===== src/rtl/calc_op_sequencer.sv =====
// Calculator operation engine: one shared sequential datapath computes
// add/sub in a single step and mul (shift-add) / div (restoring) in W steps.
module calc_op_sequencer #(
  parameter int W = 4
) (
  input  logic           clk,
  input  logic           rst_n,
  input  logic           start,
  input  logic [1:0]     op,
  input  logic [W-1:0]   a,
  input  logic [W-1:0]   b,
  output logic           busy,
  output logic           done,
  output logic [2*W-1:0] result,
  output logic [W-1:0]   remainder,
  output logic           div_by_zero
);

  localparam int CW = $clog2(W) + 1;

  localparam logic [1:0] IDLE = 2'd0;
  localparam logic [1:0] EXEC = 2'd1;
  localparam logic [1:0] DONE = 2'd2;

  localparam logic [1:0] OP_ADD = 2'b00;
  localparam logic [1:0] OP_SUB = 2'b01;
  localparam logic [1:0] OP_DIV = 2'b10;
  localparam logic [1:0] OP_MUL = 2'b11;

  logic [1:0]     state_q, state_d;
  logic [CW-1:0]  cnt_q, cnt_d;
  logic [1:0]     op_q, op_d;
  // opa: zero-extended A; shifts left as multiplicand or feeds dividend bits MSB first
  logic [2*W-1:0] opa_q, opa_d;
  // opb: multiplier (shifts right) or constant divisor
  logic [W-1:0]   opb_q, opb_d;
  // acc: running product, or quotient bits collected LSB-in
  logic [2*W-1:0] acc_q, acc_d;
  logic [W-1:0]   rem_q, rem_d;
  logic [2*W-1:0] result_q, result_d;
  logic [W-1:0]   remainder_q, remainder_d;
  logic           dbz_q, dbz_d;

  logic [2*W-1:0] mul_acc;
  logic [W:0]     div_shift;
  logic [W:0]     div_diff;
  logic           div_take;
  logic [W-1:0]   div_rem;
  logic [2*W-1:0] div_quo;
  logic           last_step;

  // One iteration of each multi-cycle algorithm, evaluated from current state
  always_comb begin
    mul_acc   = acc_q + (opb_q[0] ? opa_q : '0);
    div_shift = {rem_q, opa_q[W-1]};
    div_diff  = div_shift - {1'b0, opb_q};
    div_take  = (div_shift >= {1'b0, opb_q});
    div_rem   = div_take ? div_diff[W-1:0] : div_shift[W-1:0];
    div_quo   = {acc_q[2*W-2:0], div_take};
    last_step = (op_q == OP_ADD) || (op_q == OP_SUB) || (cnt_q == CW'(W - 1));
  end

  // Next-state logic: accept in IDLE, iterate in EXEC, publish at DONE entry
  always_comb begin
    state_d     = state_q;
    cnt_d       = cnt_q;
    op_d        = op_q;
    opa_d       = opa_q;
    opb_d       = opb_q;
    acc_d       = acc_q;
    rem_d       = rem_q;
    result_d    = result_q;
    remainder_d = remainder_q;
    dbz_d       = dbz_q;
    case (state_q)
      IDLE: begin
        if (start) begin
          state_d = EXEC;
          cnt_d   = '0;
          op_d    = op;
          opa_d   = {{W{1'b0}}, a};
          opb_d   = b;
          acc_d   = '0;
          rem_d   = '0;
        end
      end
      EXEC: begin
        cnt_d = cnt_q + 1'b1;
        if (op_q == OP_MUL) begin
          acc_d = mul_acc;
          opa_d = opa_q << 1;
          opb_d = opb_q >> 1;
        end else if (op_q == OP_DIV) begin
          acc_d = div_quo;
          rem_d = div_rem;
          opa_d = opa_q << 1;
        end
        if (last_step) begin
          state_d     = DONE;
          remainder_d = '0;
          dbz_d       = 1'b0;
          case (op_q)
            OP_ADD:  result_d = opa_q + {{W{1'b0}}, opb_q};
            OP_SUB:  result_d = opa_q - {{W{1'b0}}, opb_q};
            OP_MUL:  result_d = mul_acc;
            default: begin
              // b==0 falls out naturally: every step "takes", quotient all ones, rem = a
              result_d    = {{W{1'b0}}, div_quo[W-1:0]};
              remainder_d = div_rem;
              dbz_d       = (opb_q == '0);
            end
          endcase
        end
      end
      DONE:    state_d = IDLE;
      default: state_d = IDLE;
    endcase
  end

  // State and datapath registers, all cleared by reset (aborts any operation)
  always_ff @(posedge clk or negedge rst_n) begin
    if (!rst_n) begin
      state_q     <= IDLE;
      cnt_q       <= '0;
      op_q        <= '0;
      opa_q       <= '0;
      opb_q       <= '0;
      acc_q       <= '0;
      rem_q       <= '0;
      result_q    <= '0;
      remainder_q <= '0;
      dbz_q       <= 1'b0;
    end else begin
      state_q     <= state_d;
      cnt_q       <= cnt_d;
      op_q        <= op_d;
      opa_q       <= opa_d;
      opb_q       <= opb_d;
      acc_q       <= acc_d;
      rem_q       <= rem_d;
      result_q    <= result_d;
      remainder_q <= remainder_d;
      dbz_q       <= dbz_d;
    end
  end

  assign busy        = (state_q != IDLE);
  assign done        = (state_q == DONE);
  assign result      = result_q;
  assign remainder   = remainder_q;
  assign div_by_zero = dbz_q;

endmodule


===== config.mk =====
export PLATFORM = sky130hd
export DESIGN_NAME = calc_op_sequencer
export DESIGN_NICKNAME = d
export VERILOG_FILES = /design/src/rtl/calc_op_sequencer.sv
export SDC_FILE = /design/constraint.sdc
export NUM_CORES = 1
export LEC_CHECK = 0
export ABC_CLOCK_PERIOD_IN_PS = 3850
export CORE_UTILIZATION = 59
export CTS_BUF_LIST = sky130_fd_sc_hd__clkbuf_8
export DETAILED_ROUTE_END_ITERATION = 12
export HOLD_SLACK_MARGIN = 0.02
export PLACE_DENSITY_LB_ADDON = 0.05
export SETUP_SLACK_MARGIN = 0.5
export SLEW_MARGIN = 20
export SYNTH_ARGS = -nofsm -noshare
export SYNTH_HDL_FRONTEND = slang
export SYNTH_SLANG_ARGS = --single-unit

===== constraint.sdc =====
create_clock -name clk -period 3.85 [get_ports clk]
set_input_delay 0.5775 -clock clk [delete_from_list [all_inputs] [get_ports clk]]
set_output_delay 0.5775 -clock clk [all_outputs]
set_load 0.05 [all_outputs]

==> results of run 1 <==
## logic make-up (layout without fill, tap and decap cells)
logic type / Yosys count / count (layout) / synth area share
AOI/OAI and AO/OA: 94 / 94 / 0.2101
xor gates and xnor gates: 15 / 15 / 0.04625
adders and majority gates: 27 / 27 / 0.1269
buffers and inverters: 26 / 49 / 0.03700
DFF: 44 / 44 / 0.3877
muxes: 11 / 11 / 0.03921
and+or+nand+nor: 98 / 98 / 0.1529
## synth_stat cells (all sizes together)
cell type | count | share of area
a211oi | 2 | 0.0053
a21boi | 1 | 0.0026
a21o | 2 | 0.0053
a21oi | 24 | 0.042
a221oi | 1 | 0.0053
a22o | 10 | 0.031
a22oi | 1 | 0.0026
a311o | 2 | 0.0075
and2 | 7 | 0.015
buf | 4 | 0.0079
clkbuf | 7 | 0.0093
dfrtp | 44 | 0.39
fa | 3 | 0.021
ha | 24 | 0.11
inv | 15 | 0.020
mux2 | 1 | 0.0040
mux2i | 10 | 0.035
nand2 | 45 | 0.059
nand2b | 4 | 0.0088
nand3 | 1 | 0.0018
nand4 | 1 | 0.0022
nor2 | 27 | 0.037
nor2b | 6 | 0.016
nor3 | 6 | 0.011
nor4 | 1 | 0.0022
o211ai | 1 | 0.0026
o21a | 1 | 0.0026
o21ai | 36 | 0.065
o21bai | 3 | 0.0079
o22ai | 4 | 0.0088
o31ai | 4 | 0.015
o41ai | 2 | 0.0062
xnor2 | 10 | 0.031
xor2 | 5 | 0.015
## state kept, by name (all words and copies together) (netlist names)
signal and flops:
acc_q 8, cnt_q 3, div_by_zero 1, op_q 2, opa_q 8, opb_q 4, rem_q 4, remainder 4
result 8, state_q 2
## metrics by stage
stage,utilization,cell area (sq um),setup slack [ns],hold WS [ns],instances
3_3_place_gp,0.6931,3122,0.8899,0.4609,383
6_report,0.7222,3253,0.7465,0.2550,390
4_1_cts,0.7217,3251,0.7632,0.4597,390
2_1_floorplan,-,2840,0.9941,0.2819,315
5_1_grt,0.7222,3253,0.5519,0.3101,390
3_5_place_dp,0.6931,3122,0.7792,0.4672,383
## worst max-delay path by stage
stage	start	endpoint	cells after the start	slack [ns]
2_1_floorplan	op_q[0]	result[5]	12	0.99
3_3_place_gp	op_q[1]	result[5]	11	0.89
3_5_place_dp	op_q[1]	result[5]	11	0.78
4_1_cts	op_q[1]	result[5]	11	0.76
5_1_grt	op_q[1]	result[5]	11	0.55
6_report	op_q[1]	result[5]	11	0.75
## placed cells by master (no fill, tap or decap), drive strengths merged, types with 2 or more instances in the layout
| cell | instances |
|---|---|
| a21o | 2 |
| mux2i | 10 |
| a311o | 2 |
| nor3 | 6 |
| nor2b | 6 |
| xnor2 | 10 |
| nand2 | 45 |
| a211oi | 2 |
| fa | 3 |
| a21oi | 24 |
| o21bai | 3 |
| xor2 | 5 |
| nand2b | 4 |
| o31ai | 4 |
| o21ai | 36 |
| nor2 | 27 |
| and2 | 7 |
| clkbuf | 5 |
| o41ai | 2 |
| bufinv | 2 |
| dfrtp | 44 |
| ha | 24 |
| o22ai | 4 |
| inv | 15 |
| clkdlybuf4s50 | 26 |
| a22o | 10 |
## critical path, stage by stage, from the launching register on
cell	delay, ns
dfrtp_1	0.46
inv_1	0.39
nand2_1	0.22
o21ai_0	0.33
inv_1	0.08
ha_1	0.28
nor2b_4	0.13
o21a_1	0.19
a311o_2	0.43
xor2_1	0.16
a221oi_2	0.26
nor2_1	0.07
## metal layers
layer	up-vias	wire (um)
li1	1146	-
met1	1112	3102
met2	94	2817
met3	11	450
met4	0	107
met5	-	0
## area by class of cell
type / count / area [sq um] / area share
clock buffer: 5 / 68.82 / 0.02115
inverter: 15 / 56.30 / 0.01731
sequential: 44 / 1101 / 0.3385
multi-input combinational: 245 / 1634 / 0.5023
tap: 52 / 65.06 / 0.02000
clock inverter: 2 / 60.06 / 0.01846
timing repair buffer: 27 / 267.8 / 0.08231
==> results.cfg, run 1 <==
[yosys]
ys_seq_elements = 44
netlist_area_sq_um = 2840
netlist-cell-type-count = 41
synth-seq-area-share = 0.3877
synth_nets = 355
synth-warning-count = 0
avgSynthCellArea_sq_um = 9.017
synth_cells = 315

[drt]
dr.pass1.iters = 9
drt-initial-drc-count = 225
routed_via_density = 6.059
ant_nets = 0
drc = 3
wirelength_um = 6478
routedWlPerCell_um = 16.61
vias = 2363

[sta]
finalCritPeriodShare = 0.8061
setup_tns_ns = 0
finalHoldViolCount = 0
setup_viol = 0
rsz0062_at_grt = false
drv_slew = 0
worstMarginPinSlew_ns = 0.8293
relSlewSlack = 0.4470
finalCriticalPeriod_ns = 3.103
timing.fmax_mhz = 322.2
finClkSkew_ns = 0.006494

[die]
die_height_um = 71.38
dieArea_sq_um = 5095
ios = 28
coreArea_sq_um = 4504
start_util = 0.6306
rows = 24
die_x_um = 71.38

[layout]
nets = 378
fillers = 364
area_growth_pct = 14.54
diodes = 0
drive_above_1_share = 0.04438

[grt]
grt_use_total = 0.2778
busiest_layer = met1
grt_max_degree = 45
grt_pass1_wl_um = 10750
overflow = 0
grt_pass1_vias = 2175
globalRouteMet2Util = 0.4085
met1_usage = 0.4092
antenna_found_initial = 0
grtUsageMet3 = 0.05767

[critical_path]
worstReg2RegStart = op_q[1]
critPathArrivalTime_ns = 3.30
required_ns = 4.04
start_kind = register
rr_worst_depth = 11
reg2reg_slack_ns = 0.75
worstSetupEndpointType = register
critPathMaxFanout = 14
criticalPathCategory = reg -> reg
r2r_end = result[5]

[clock_tree]
cts_sinks = 44
cts_resized = 0
clock_path_buffers = 2
numCtsBuffers = 5
holdBufCountCts = 0
clkSlewWorstSetupHoldPaths_ns = 0.09
cts_max_level = 2
cts_setup_buffers = 0
cts_tree = done
clk_latency_ns = 0.30
root_buffer = clkbuf_8

[placement]
io_buffers = 27
dpl.hpwl_um = 4752
gp_congestion = 0.9125

[flow_run]
cap_violations = 0

[run_status]
outcome = complete, but fails checks
violations = DRC

[worst_hold_path]
holdCritPathClass = in -> async
Power of run 1 is not shown: default switching activity piles up to over one toggle a cycle in this logic, so the estimate is an artifact.
==> inputs of run 2 (changes only) <==
- ABC_CLOCK_PERIOD_IN_PS: 3850 -> 3100
- clock period: 3.85 -> 3.1 ns (I/O delays scaled with it)
==> run 2 against run 1 <==
Effect of this change:
- clock-buffer cell count is the same
- fmax grew 21%
- routed wire length grew 2.8%
- register-to-register slack lost 0.21 ns
- critical path depth shrank 1
- the flow still finishes with violations (DRC)
==> results.cfg, run 2 (synthesized netlist as in run 1, its figures left out) <==
[critical_path]
critPathArrivalTime_ns = 2.75
criticalPathCategory = reg -> reg
required_ns = 3.29
critPathMaxFanout = 5
rr_worst_depth = 10
worstSetupEndpointType = register
start_kind = register

[clock_tree]
numCtsBuffers = 5
root_buffer = clkbuf_8
clk_latency_ns = 0.31
cts_tree = done
cts_max_level = 2
cts_sinks = 44
holdBufCountCts = 0
clock_path_buffers = 2
clkSlewWorstSetupHoldPaths_ns = 0.09

[drt]
routed_via_density = 5.985
ant_nets = 0
routedWlPerCell_um = 16.57
drc = 3
wirelength_um = 6662
dr.pass1.iters = 9
drt-initial-drc-count = 212
vias = 2406

[layout]
final_area_sq_um = 3327
fillers = 349
diodes = 0
final_common_cell = nand2_1
nets = 390
final_cell_mix = nand2_1 (45), dfrtp_1 (43), o21ai_0 (32), nor2_1 (26), clkdlybuf4s50_1 (26)
drive_above_1_share = 0.1057
area_growth_pct = 17.14

[sta]
finClkSkew_ns = 0.009520
timing.fmax_mhz = 390.8
finalHoldViolCount = 0
rsz0062_at_grt = true
worstMarginPinSlew_ns = 0.8128
setup_viol = 0
setup_tns_ns = 0
finalCriticalPeriod_ns = 2.559
relSlewSlack = 0.4561
finalCritPeriodShare = 0.8253
drv_slew = 0

[placement]
post_dp_cell_area_sq_um = 3167
gp_congestion = 0.8711
io_buffers = 27
dpl.hpwl_um = 4889

[die]
ios = 28
die_x_um = 71.38
die_height_um = 71.38
coreArea_sq_um = 4504
rows = 24
dieArea_sq_um = 5095
start_util = 0.6306

[run_status]
violations = DRC
outcome = complete, but fails checks

[grt]
grt_use_total = 0.2821
grt_max_degree = 45
overflow = 0
grt_pass1_vias = 2180
antenna_found_initial = 0
grt_pass1_wl_um = 10890

[flow_run]
cap_violations = 0

[worst_hold_path]
holdCritPathClass = in -> async
-- run 2: changes by cell type in the layout (fill, tap and decap cells not counted), sizes merged --
| cell | delta |
|---|---|
| bufinv | -2 |
| clkinvlp | +1 |
| buf | +12 |
| clkinv | +1 |
-- run 2: final timing paths --
path / startpoint / endpoint / slack, ns
min reg2reg: div_by_zero / div_by_zero / 0.48
min: rst_n / result[1] / 0.14
max in group asynchronous: rst_n / op_q[1] / 2.57
min in group clk: div_by_zero / div_by_zero / 0.48
max reg2reg: opb_q[1] / result[5] / 0.54
max: opb_q[1] / result[5] / 0.54
-- run 2: repair_timing --
item                                    4_1_cts  5_1_grt
pin swaps                                     0        7
gates resized for setup                       3        7
hold endpoints to repair                      0        0
endpoints found under the setup margin        1        4
setup buffers                                 2        4
-- run 2: layout make-up --
cell class	instances	area [sq um]	share of cell area
Timing Repair Buffer	39	357.8	0.1076
Tap cell	52	65.06	0.01956
Multi-Input combinational cell	245	1664	0.5002
Clock buffer	5	68.82	0.02068
Inverter	15	56.30	0.01692
Sequential cell	44	1102	0.3313
Clock inverter	2	12.51	0.003761
-- run 2: through the flow --
stage	instances	utilization	hold slack [ns]	setup slack, ns
6_report	402	0.7386	0.1396	0.5415
4_1_cts	398	0.7264	0.3419	0.5067
5_1_grt	402	0.7386	0.1892	0.4052
3_5_place_dp	389	0.7031	0.4633	0.4125
2_1_floorplan	315	-	0.1694	0.5163
3_3_place_gp	389	0.7031	0.4628	0.5112
-- run 2: critical path, cell delays in order (launching register included) --
cell,delay (ns)
dfrtp_1,0.42
nor3_2,0.23
ha_1,0.27
a21oi_2,0.13
ha_1,0.29
a21oi_2,0.16
nor2b_1,0.06
a311o_2,0.39
xor2_1,0.17
a221oi_2,0.25
nor2_1,0.07
-- run 2: metal layers --
metal,share of wire,global-route usage,wire [um]
met1,0.49,0.4265,3243
met2,0.43,0.4021,2840
met3,0.066,0.05485,441
met4,0.020,0.1022,136
met5,0,0,0
Power of run 2 is left out for the same reason.
==> inputs of run 3 (changes only) <==
- ABC_CLOCK_PERIOD_IN_PS: 3100 -> 2250
- CORE_UTILIZATION: 59 -> 54
- clock period: 3.1 -> 2.25 ns (I/O delays scaled with it)
==> run 3 against run 2 <==
Effect of this change:
- the flow finishes with violations (setup timing)
- critical path depth grew 1
- via count increased by 16%
- routed wire length up 34%
- hold slack got worse by 0.050 ns
- non-clock buffer count increased by 36
- cell count grew 14%
- global-route usage grew 1.6 points
- utilization increased by 5.5 points
- sequential cell count stayed put
- sequential share of layout area down 5.7 points
- cell area grew 21%
- clock skew fell by 0.0060 ns
- highest routed layer unchanged
==> results.cfg, run 3 (synthesized netlist as in run 1, its figures left out) <==
[run_status]
outcome = complete, but fails checks
violations = setup timing

[layout]
area_growth_pct = 41.72
seq_area_sq_um = 1104
drive_above_1_share = 0.3359
instances_no_fill = 457
fin_util = 0.7931
multi_input_area_sq_um = 2016
fillers = 341
final_cell_mix = nand2_1 (42), dfrtp_1 (42), buf_4 (38), nor2_1 (19), o21ai_1 (17)
diodes = 0
nets = 426

[sta]
finalHoldViolCount = 0
rsz0062_at_grt = true
relSlewSlack = 0.6302
finClkSkew_ns = 0.003527
setup_viol = 10
worstMarginPinSlew_ns = 0.5547
finalCritPeriodShare = 1.137
drv_slew = 0
finalCriticalPeriod_ns = 2.559
setup_ws_ns = -0.3093
timing.fmax_mhz = 390.7

[drt]
routedWlPerCell_um = 19.55
drc = 0
dr.pass1.iters = 7
ant_nets = 0
wirelength_um = 8933
routed_via_density = 6.109
vias = 2792
drt-initial-drc-count = 329

[clock_tree]
cts_sinks = 44
root_buffer = clkbuf_8
holdBufCountCts = 0
cts_tree = done
numCtsBuffers = 5
clk_latency_ns = 0.30
clkSlewWorstSetupHoldPaths_ns = 0.09
cts_max_level = 2
clock_path_buffers = 2

[critical_path]
critPathMaxFanout = 4
critPathArrivalTime_ns = 2.79
criticalPathCategory = reg -> reg
worstSetupEndpointType = register
start_kind = register
required_ns = 2.48

[placement]
dp_slack_ns = -0.2123
place_inst = 435
dpl.hpwl_um = 5432
io_buffers = 27
gp_congestion = 0.8939

[die]
dieArea_sq_um = 5554
ios = 28
start_util = 0.5597
die_x_um = 74.53
die_height_um = 74.53
rows = 26
coreArea_sq_um = 5075

[grt]
grt_pass1_wl_um = 12150
grt_max_degree = 45
grt_pass1_vias = 2501
overflow = 0
antenna_found_initial = 0
grt_use_total = 0.2979

[flow_run]
cap_violations = 0

[worst_hold_path]
holdCritPathClass = in -> async
run 3: changes by cell type in the layout (fill, tap and decap cells not counted), sizes merged:
cell           delta
clkdlybuf4s50    -15
buf              +36
inv               +1
clkinvlp          -1
dlygate4sd2      +13
clkdlybuf4s15     +2
bufinv            +1
run 3: metal layers:
metal,GRT usage,share of wire,vias up
met1,0.3909,0.41,1353
met4,0.1048,0.036,0
met2,0.4915,0.48,159
li1,-,-,1245
met5,0,0,-
met3,0.05691,0.074,35
run 3: path summary, 6_finish.rpt:
| check | start | to | slack, ns | cells past startpoint |
|---|---|---|---|---|
| max | opb_q[0] | acc_q[6] | -0.31 | 11 |
| min | rst_n | acc_q[4] | 0.09 | 2 |
| max reg2reg | opb_q[0] | acc_q[6] | -0.31 | 11 |
| min reg2reg | cnt_q[2] | cnt_q[2] | 0.49 | 2 |
| max in group asynchronous | rst_n | opa_q[3] | 1.73 | 2 |
| min in group clk | cnt_q[2] | cnt_q[2] | 0.49 | 2 |
run 3: critical path: stages (launching register included):
cell	delay, ns
dfrtp_2	0.47
buf_6	0.13
buf_6	0.11
ha_4	0.16
ha_4	0.16
fa_2	0.36
a21o_1	0.20
a311o_1	0.35
a21oi_2	0.17
xnor2_2	0.13
nand2_1	0.10
a21oi_2	0.14
run 3: what timing repair did:
item,CTS,global route
pin swaps,30,26
setup endpoints to repair,45,36
gates cloned,0,0
buffers inserted,11,3
hold endpoints to repair,0,0
resized for setup,78,32
run 3: layout make-up:
type,count,area share
Clock inverter,3,0.009636
Tap cell,70,0.02176
Sequential cell,44,0.2742
Clock buffer,5,0.01710
Timing Repair Buffer,75,0.1613
Multi-Input combinational cell,245,0.5008
Inverter,15,0.01523
run 3: through the flow:
step                      setup TNS [ns]  area, sq um  hold WS (ns)
after detailed placement         -0.9161         3446        0.4516
after global routing              -2.403         4025        0.1727
final                             -1.752         4025       0.08929
after global placement           -0.6249         3446        0.4480
after floorplan                  -0.2786         2917       0.04191
after CTS                        -0.9559         3862        0.1257
Power of run 3 is left out for the same reason.
